**config.mk**
```make
export PLATFORM = sky130hd
export DESIGN_NAME = carga_instrucciones
export DESIGN_NICKNAME = d
export VERILOG_FILES = /design/src/rtl/carga_instrucciones.sv
export SDC_FILE = /design/constraint.sdc
export NUM_CORES = 1
export LEC_CHECK = 0
export CORE_ASPECT_RATIO = 2
export CORE_MARGIN = 4
export CORE_UTILIZATION = 31
export CTS_CLUSTER_DIAMETER = 100
export CTS_CLUSTER_SIZE = 25
export DETAILED_ROUTE_END_ITERATION = 8
export PLACE_DENSITY = 0.57
export SLEW_MARGIN = 20
export SYNTH_ARGS = -nofsm -noshare
export SYNTH_HDL_FRONTEND = slang
export SYNTH_SLANG_ARGS = --single-unit
```
**constraint.sdc**
```tcl
create_clock -name clkFase -period 7.45 [get_ports clkFase]
set_clock_uncertainty 0.2 [all_clocks]
set_input_delay 0.745 -clock clkFase [delete_from_list [all_inputs] [get_ports clkFase]]
set_output_delay 0.745 -clock clkFase [all_outputs]
set_load 0.05 [all_outputs]
```
**src/rtl/carga_instrucciones.sv**
```systemverilog
// carga_instrucciones: program loader feeding the instruction-memory write port.
//
// Accepts a byte stream over a valid/ready handshake, packs each group of four
// bytes big-endian into a 32-bit word (first byte in [31:24]) and writes the
// words to consecutive word addresses starting at BASE_ADDR. While a load is in
// progress hold_fetch stalls Fase_1 so it never fetches a half-written program.
//
// Optional build macro: CARGA_CHECKSUM_EN
//   Adds a CHK state that takes one extra byte after the last word. If the
//   mod-256 sum of all data bytes plus that byte is nonzero, err is raised.
//   Without the macro, err is tied low.
//
// Ports:
//   clkFase     in   clock, rising edge
//   rstFase     in   asynchronous active-high reset
//   start       in   begin a load (only looked at while idle)
//   word_count  in   number of words to load, latched on start
//   byte_valid  in   byte_data carries a valid byte
//   byte_data   in   stream byte
//   byte_ready  out  loader takes a byte this cycle
//   mem_we      out  instruction memory write strobe
//   mem_addr    out  word address of the write
//   mem_wdata   out  word being written
//   busy        out  high whenever not idle
//   hold_fetch  out  copy of busy, stalls fetch
//   done        out  one-cycle pulse closing a load
//   err         out  checksum error flag, cleared by the next start

module carga_instrucciones #(
    parameter int unsigned       ADDR_W    = 8,
    parameter logic [ADDR_W-1:0] BASE_ADDR = '0
) (
    input  logic              clkFase,
    input  logic              rstFase,
    input  logic              start,
    input  logic [ADDR_W:0]   word_count,
    input  logic              byte_valid,
    input  logic [7:0]        byte_data,
    output logic              byte_ready,
    output logic              mem_we,
    output logic [ADDR_W-1:0] mem_addr,
    output logic [31:0]       mem_wdata,
    output logic              busy,
    output logic              hold_fetch,
    output logic              done,
    output logic              err
);

`ifdef CARGA_CHECKSUM_EN
    typedef enum logic [2:0] {StIdle, StRecv, StWrite, StChk, StDone} state_t;
`else
    typedef enum logic [2:0] {StIdle, StRecv, StWrite, StDone} state_t;
`endif

    localparam logic [ADDR_W:0] OneWord = 1;

    state_t            state;
    logic [1:0]        byteCnt;
    logic [ADDR_W-1:0] addr;
    logic [ADDR_W:0]   wordsLeft;
    logic [23:0]       shiftReg;   // first three bytes of the word in progress
    logic              byteAccept;

    // byte_ready is a registered copy of "state is RECV or CHK"
    assign byteAccept = byte_valid & byte_ready;
    assign hold_fetch = busy;

`ifdef CARGA_CHECKSUM_EN
    logic [7:0] sum;
    logic [7:0] chkTotal;
    // kept at 8 bits so the carry out of the mod-256 sum is dropped
    assign chkTotal = sum + byte_data;
`else
    assign err = 1'b0;
`endif

    always_ff @(posedge clkFase or posedge rstFase) begin
        if (rstFase) begin
            state      <= StIdle;
            byteCnt    <= '0;
            addr       <= '0;
            wordsLeft  <= '0;
            shiftReg   <= '0;
            byte_ready <= 1'b0;
            mem_we     <= 1'b0;
            mem_addr   <= '0;
            mem_wdata  <= '0;
            busy       <= 1'b0;
            done       <= 1'b0;
`ifdef CARGA_CHECKSUM_EN
            sum        <= '0;
            err        <= 1'b0;
`endif
        end else begin
            mem_we <= 1'b0;
            done   <= 1'b0;
            unique case (state)
                StIdle: begin
                    if (start) begin
                        wordsLeft <= word_count;
                        addr      <= BASE_ADDR;
                        byteCnt   <= '0;
                        shiftReg  <= '0;
                        busy      <= 1'b1;
`ifdef CARGA_CHECKSUM_EN
                        sum       <= '0;
                        err       <= 1'b0;
`endif
                        if (word_count != '0) begin
                            state      <= StRecv;
                            byte_ready <= 1'b1;
                        end else begin
                            state <= StDone;
                            done  <= 1'b1;
                        end
                    end
                end
                StRecv: begin
                    if (byteAccept) begin
`ifdef CARGA_CHECKSUM_EN
                        sum <= sum + byte_data;
`endif
                        if (byteCnt == 2'd3) begin
                            // fourth byte completes the word; write it next cycle
                            mem_wdata  <= {shiftReg, byte_data};
                            mem_addr   <= addr;
                            mem_we     <= 1'b1;
                            byte_ready <= 1'b0;
                            byteCnt    <= '0;
                            state      <= StWrite;
                        end else begin
                            shiftReg <= {shiftReg[15:0], byte_data};
                            byteCnt  <= byteCnt + 2'd1;
                        end
                    end
                end
                StWrite: begin
                    addr      <= addr + 1'b1;   // wraps silently
                    wordsLeft <= wordsLeft - OneWord;
                    if (wordsLeft != OneWord) begin
                        state      <= StRecv;
                        byte_ready <= 1'b1;
                    end else begin
`ifdef CARGA_CHECKSUM_EN
                        state      <= StChk;
                        byte_ready <= 1'b1;
`else
                        state <= StDone;
                        done  <= 1'b1;
`endif
                    end
                end
`ifdef CARGA_CHECKSUM_EN
                StChk: begin
                    if (byteAccept) begin
                        if (chkTotal != 8'h00) begin
                            err <= 1'b1;
                        end
                        byte_ready <= 1'b0;
                        state      <= StDone;
                        done       <= 1'b1;
                    end
                end
`endif
                StDone: begin
                    busy  <= 1'b0;
                    state <= StIdle;
                end
                default: begin
                    state <= StIdle;
                end
            endcase
        end
    end

endmodule

```
# Word level (Yosys, flattened, before mapping)
# Index checks and enable logic that the tools add are counted.
# totals
reg_bits	90
inputBits	21
out_inout_bits	46
# classes
n_eq_ne	11
n_addsub	3
reduce_logical	13
n_bitwise	1
n_mux	33
# op_table
operator	n
two-way mux 24 bit	3
one-hot mux 24 bit (2 select lines)	1
one-hot mux 9 bit (2 select lines)	1
one-hot mux 8 bit (2 select lines)	1
two-way mux 1 bit	12
!= test 2 bit (second input constant)	6
two-way mux 2 bit	5
two-way mux 3 bit	3
two-way mux 9 bit	1
!= test 9 x 1 -> 1 bit (second input constant)	1
one-hot mux 3 bit (3 select lines)	1
AND reduction 3 bit	3
nonzero test 9 bit	1
subtractor 9 x 1 -> 9 bit (second input constant)	1
adder 8 x 1 -> 8 bit (second input constant)	1
two-way mux 8 bit	1
equality test 3 x 2 -> 1 bit (second input constant)	2
AND reduction 6 bit	1
nonzero test 2 bit	3
one-hot mux 1 bit (2 select lines)	2
one-hot mux 2 bit (2 select lines)	1
AND reduction 2 bit	2
AND reduction 4 bit	1
equality test 3 x 1 -> 1 bit (second input constant)	1
other kinds (6)	6

# Depth between registers and ports, before layout
# depth
depth_word	4
mapped_depth	7
ltp_nobuf	6

# Least setup slack after synthesis
# No wires, ideal clock.
# synth_path
path_kind	input port to flip-flop
from	input port start
to	register shiftReg[0]
path_buffers	3
required_ns	7.129
setup_slack_ns	5.348
cell_stages	7
t_arrival_ns	1.781
path_cell_list	buf_2 > nand2b_1 > buf_2 > a21oi_2 > nand2_1 > clkbuf_1 > a22o_1
# synth_between
elab_chain_len	2
# synth_lines
element	line_no	text
start, declared	35	input logic start,
!= test 2 bit (no line)	--	
AND reduction 4 bit (no line)	--	
end signal, assigned	132	shiftReg <= {shiftReg[15:0], byte_data};
end, declared	61	logic [23:0] shiftReg;
# Every way passes these cells.
# A chain may end at the register's enable or synchronous reset.

# Worst setup path in the final report
# layout_path
from	input port start
to	register byteCnt[0]
# layout_between
elab_chain_len	2
# layout_lines
element	line_no	text
!= test 2 bit (no line)	--	
AND reduction 3 bit (no line)	--	
end signal, assigned	133	byteCnt <= byteCnt + 2'd1;
end, declared	58	logic [1:0] byteCnt;
# Every way passes these cells.

==> summary.md <==
| Metric | Value |
|---|---|
| Final ANT Viol Nets | 0 |
| Max Buffers Root-to-Sink | 2 |
| Crit path buf inv count | 1 |
| Initial antenna violation count | 0 |
| Fin nets | 376 |
| Syn nets | ~320 |
| Synth cell types | 41 |
| Final Max Slew Viols | 0 |
| All-Layer GR Usage | 0.136 |
| Final Core Density | 0.409 |
| First-pass GRT wire length | 14,600 um |
| Placed cell area | 4500 um^2 |
| Post-Layout Cell Count | 501 |
| Worst path cell trace | clkdlybuf4s50_1 > nand2b_1 > a21o_1 > nor3_4 > mux2_2 |
| RSZ-0062 raised after global routing | false |
| Crit Path Class | input port to flop |
| Period utilisation layout | 0.421 |
| Peak Freq | about 0.32 GHz |
| Sw Ratio | 0.409 |
| Logic pwr share | 0.402 |
| Arr. time, crit path | around 3200 ps |
| Worst path slowest cell | nor3_4 |
| Routed vias/inst | 5.19 |
| Leakage power | 2.15 nW |
| Peak supply drop | between 200 and 250 uV |
| CTS clk-pin slew, worst paths | ~70 ps |
| Placed cell count | 485 |
| Cell count after synthesis | 291 |
| Cell Area, Synth | between 3000 and 4000 um^2 |
| Row Count | 56 |
| FFs w/ async S/R, synth | 1.00 |
| Internal power | 0.00125 W |
| Setup repair bufs after CTS | 0 |
| # IOs | 67 |
| Hold Crit Class | flop to flop |
| DRC | 0 |
| Slew @ Worst Pin | 989 ps |
| Hold-fix buffers, CTS | 0 |
| CP required | 7520 ps |
| Switch Pwr | just under 0.0009 W |
| Sink Count | 89 |
| CP max FO | 25 |
| Outcome | finished, final reports clean |
| Chip Width | roughly 86 um |
| Total Routed Length | 8710 um |
| Num CTS Buffers | 9 |
| Grt ovf | 0 |
| Most used flip-flop cell after synthesis | dfrtp_1 |
| Crit path capture type | flop |
| Post-synth EDFFs | 0 |
| Final hold vios | 0 |
| Max-cap viol count | 0 |
| Die area | 14,000 um^2 |
| Final Wtd Congestion | between 0.7 and 0.8 |
| Post-synthesis sequential area ratio | 0.595 |
| Clk Latency, worst-skew pair | 340 ps |
| N_diodes | 0 |
| Share of layout cells above drive strength 1 | 0.194 |
| Vias in the first global route | 2,731 |
| CTS tree | done |
| Synthesis-to-layout area growth | 28.7% |
| Flop pwr share | 0.377 |
| DR iter-0 viols | 97 |
| Setup-violating endpoint count in the final report | 0 |
| Wire per inst | around 17 um |
| Slowest stage delay, CP | 760 ps |
| Starting density of the core | 0.318 |
| # resized after CTS | 0 |
| Drt pass-1 iters | 4 |
| Clock power frac | 0.221 |
| Number of port buffers | 65 |
| P per Cell Area | 440 nW/um^2 |
| #FFs+latches synth | 89 |
| Vias | 2,598 |
| Die height | 163 um |
| Worst path top cell family by delay | simple AND/OR/NAND/NOR gates |
| Final Cell Area | between 4000 and 5000 um^2 |
| Clock Tree Root | clkbuf_16 |
| Max-slew headroom | 0.338 |
| Total negative slack | 0 ps |
| Minimum clock period | 3140 ps |
| Synth warn | 0 |
| Core area | roughly 12,000 um^2 |
| Largest net degree at the start of global routing | 48 |
| Syn_area_per_cell | 12.9 um^2 |
| H-Tree Depth | 3 |
| DPL Wire Length | 6050 um |
| Crit start category | input port |
[area by class of cell]
class	instances	area, um^2
clock buffers	9	225
clock inverters	7	83.8
fillers	1163	6950
inverters	7	27.5
multi-input cells	178	1420
flip-flops and latches	89	2230
well taps	145	181
repair buffers	66	658
[registers in the layout (all words and copies together) (netlist names)]
name        count
addr            8
busy            1
byteCnt         2
byte_ready      1
done            1
mem_addr        8
mem_wdata      32
mem_we          1
shiftReg       24
state           2
wordsLeft       9
[Yosys cell counts, drive strengths merged, types with 3 or more instances]
library cell  instances  area [um^2]
nand3                10         50.1
nand2                19         71.3
mux2                 41          462
o22ai                 7         43.8
ha                    4         50.1
a22o                 26          228
mux2i                 7         70.1
dfrtp                89         2230
inv                   7         26.3
nand2b                3         18.8
nor2b                 3         18.8
nor2                  8         30.0
buf                  12         70.1
a21oi                 9         48.8
o21ai                 8         40.0
o22a                  4         35.0
nor3                  8         56.3
clkbuf                5         18.8
nor4                  4         46.3
[power groups by stage]
stage	registers, W	clock network, W	logic [W]
floorplan	0.00103	0	0.000365
global placement	0.000803	0	0.000850
detailed placement	0.000807	0	0.000861
CTS	0.000799	0.000483	0.000863
global route	0.000827	0.000504	0.000912
finish	0.000799	0.000469	0.000853
[worst min-delay path: stages (launching register included)]
cell and delay, ps:
dfrtp_1 350, nand2_1 50, nand2_1 50
[through the flow]
step | setup WS, ps | hold WS (ps) | power [W]
after floorplan | 4200 | 241 | 0.00139
after global placement | 3890 | 256 | 0.00165
after detailed placement | 3960 | 267 | 0.00167
after CTS | 4310 | 283 | 0.00214
after global routing | 4140 | 308 | 0.00224
final | 4310 | 278 | 0.00212
[worst paths after layout]
kind,cells after the start,to,start,slack [ps]
max in group asynchronous,3,wordsLeft[3],rstFase,5370
min in group asynchronous,2,mem_wdata[1],rstFase,630
worst max register to register,4,byteCnt[0],state[0],4780
worst min register to register,2,byteCnt[1],byteCnt[1],280
worst max-delay path,5,byteCnt[0],start,4310
worst min-delay path,2,byteCnt[1],byteCnt[1],280
[cells by family (layout without fill, tap and decap cells)]
logic type               after synthesis  in the layout  share of synthesized area
buffers and inverters                 24             89                     0.0307
flip-flops                            89             89                      0.595
multiplexers                          48             48                      0.142
AND/OR/NAND/NOR                       60             60                     0.0885
other                                  1              1                    0.00100
AO/OA/AOI/OAI                         64             64                      0.128
adder cells (fa/ha/maj)                4              4                     0.0134
XOR/XNOR                               1              1                    0.00234
[cells in the final DEF, fill, tap and decap left out, drive strengths merged, types with 4 or more instances in the layout]
cell type / netlist / final
a21oi: 9 / 9
a22o: 26 / 26
clkbuf: 5 / 9
clkdlybuf4s50: 0 / 65
dfrtp: 89 / 89
ha: 4 / 4
inv: 7 / 10
mux2: 41 / 41
mux2i: 7 / 7
nand2: 19 / 19
nand3: 10 / 10
nor2: 8 / 8
nor3: 8 / 8
nor4: 4 / 4
o21ai: 8 / 8
o22a: 4 / 4
o22ai: 7 / 7
[per-layer routing]
metal	routed length [um]	track usage
met4	293	0.0728
met5	0	0
met3	355	0.0323
met1	3510	0.154
met2	4560	0.232
No activity file was read; power rests on OpenSTA's default activity.
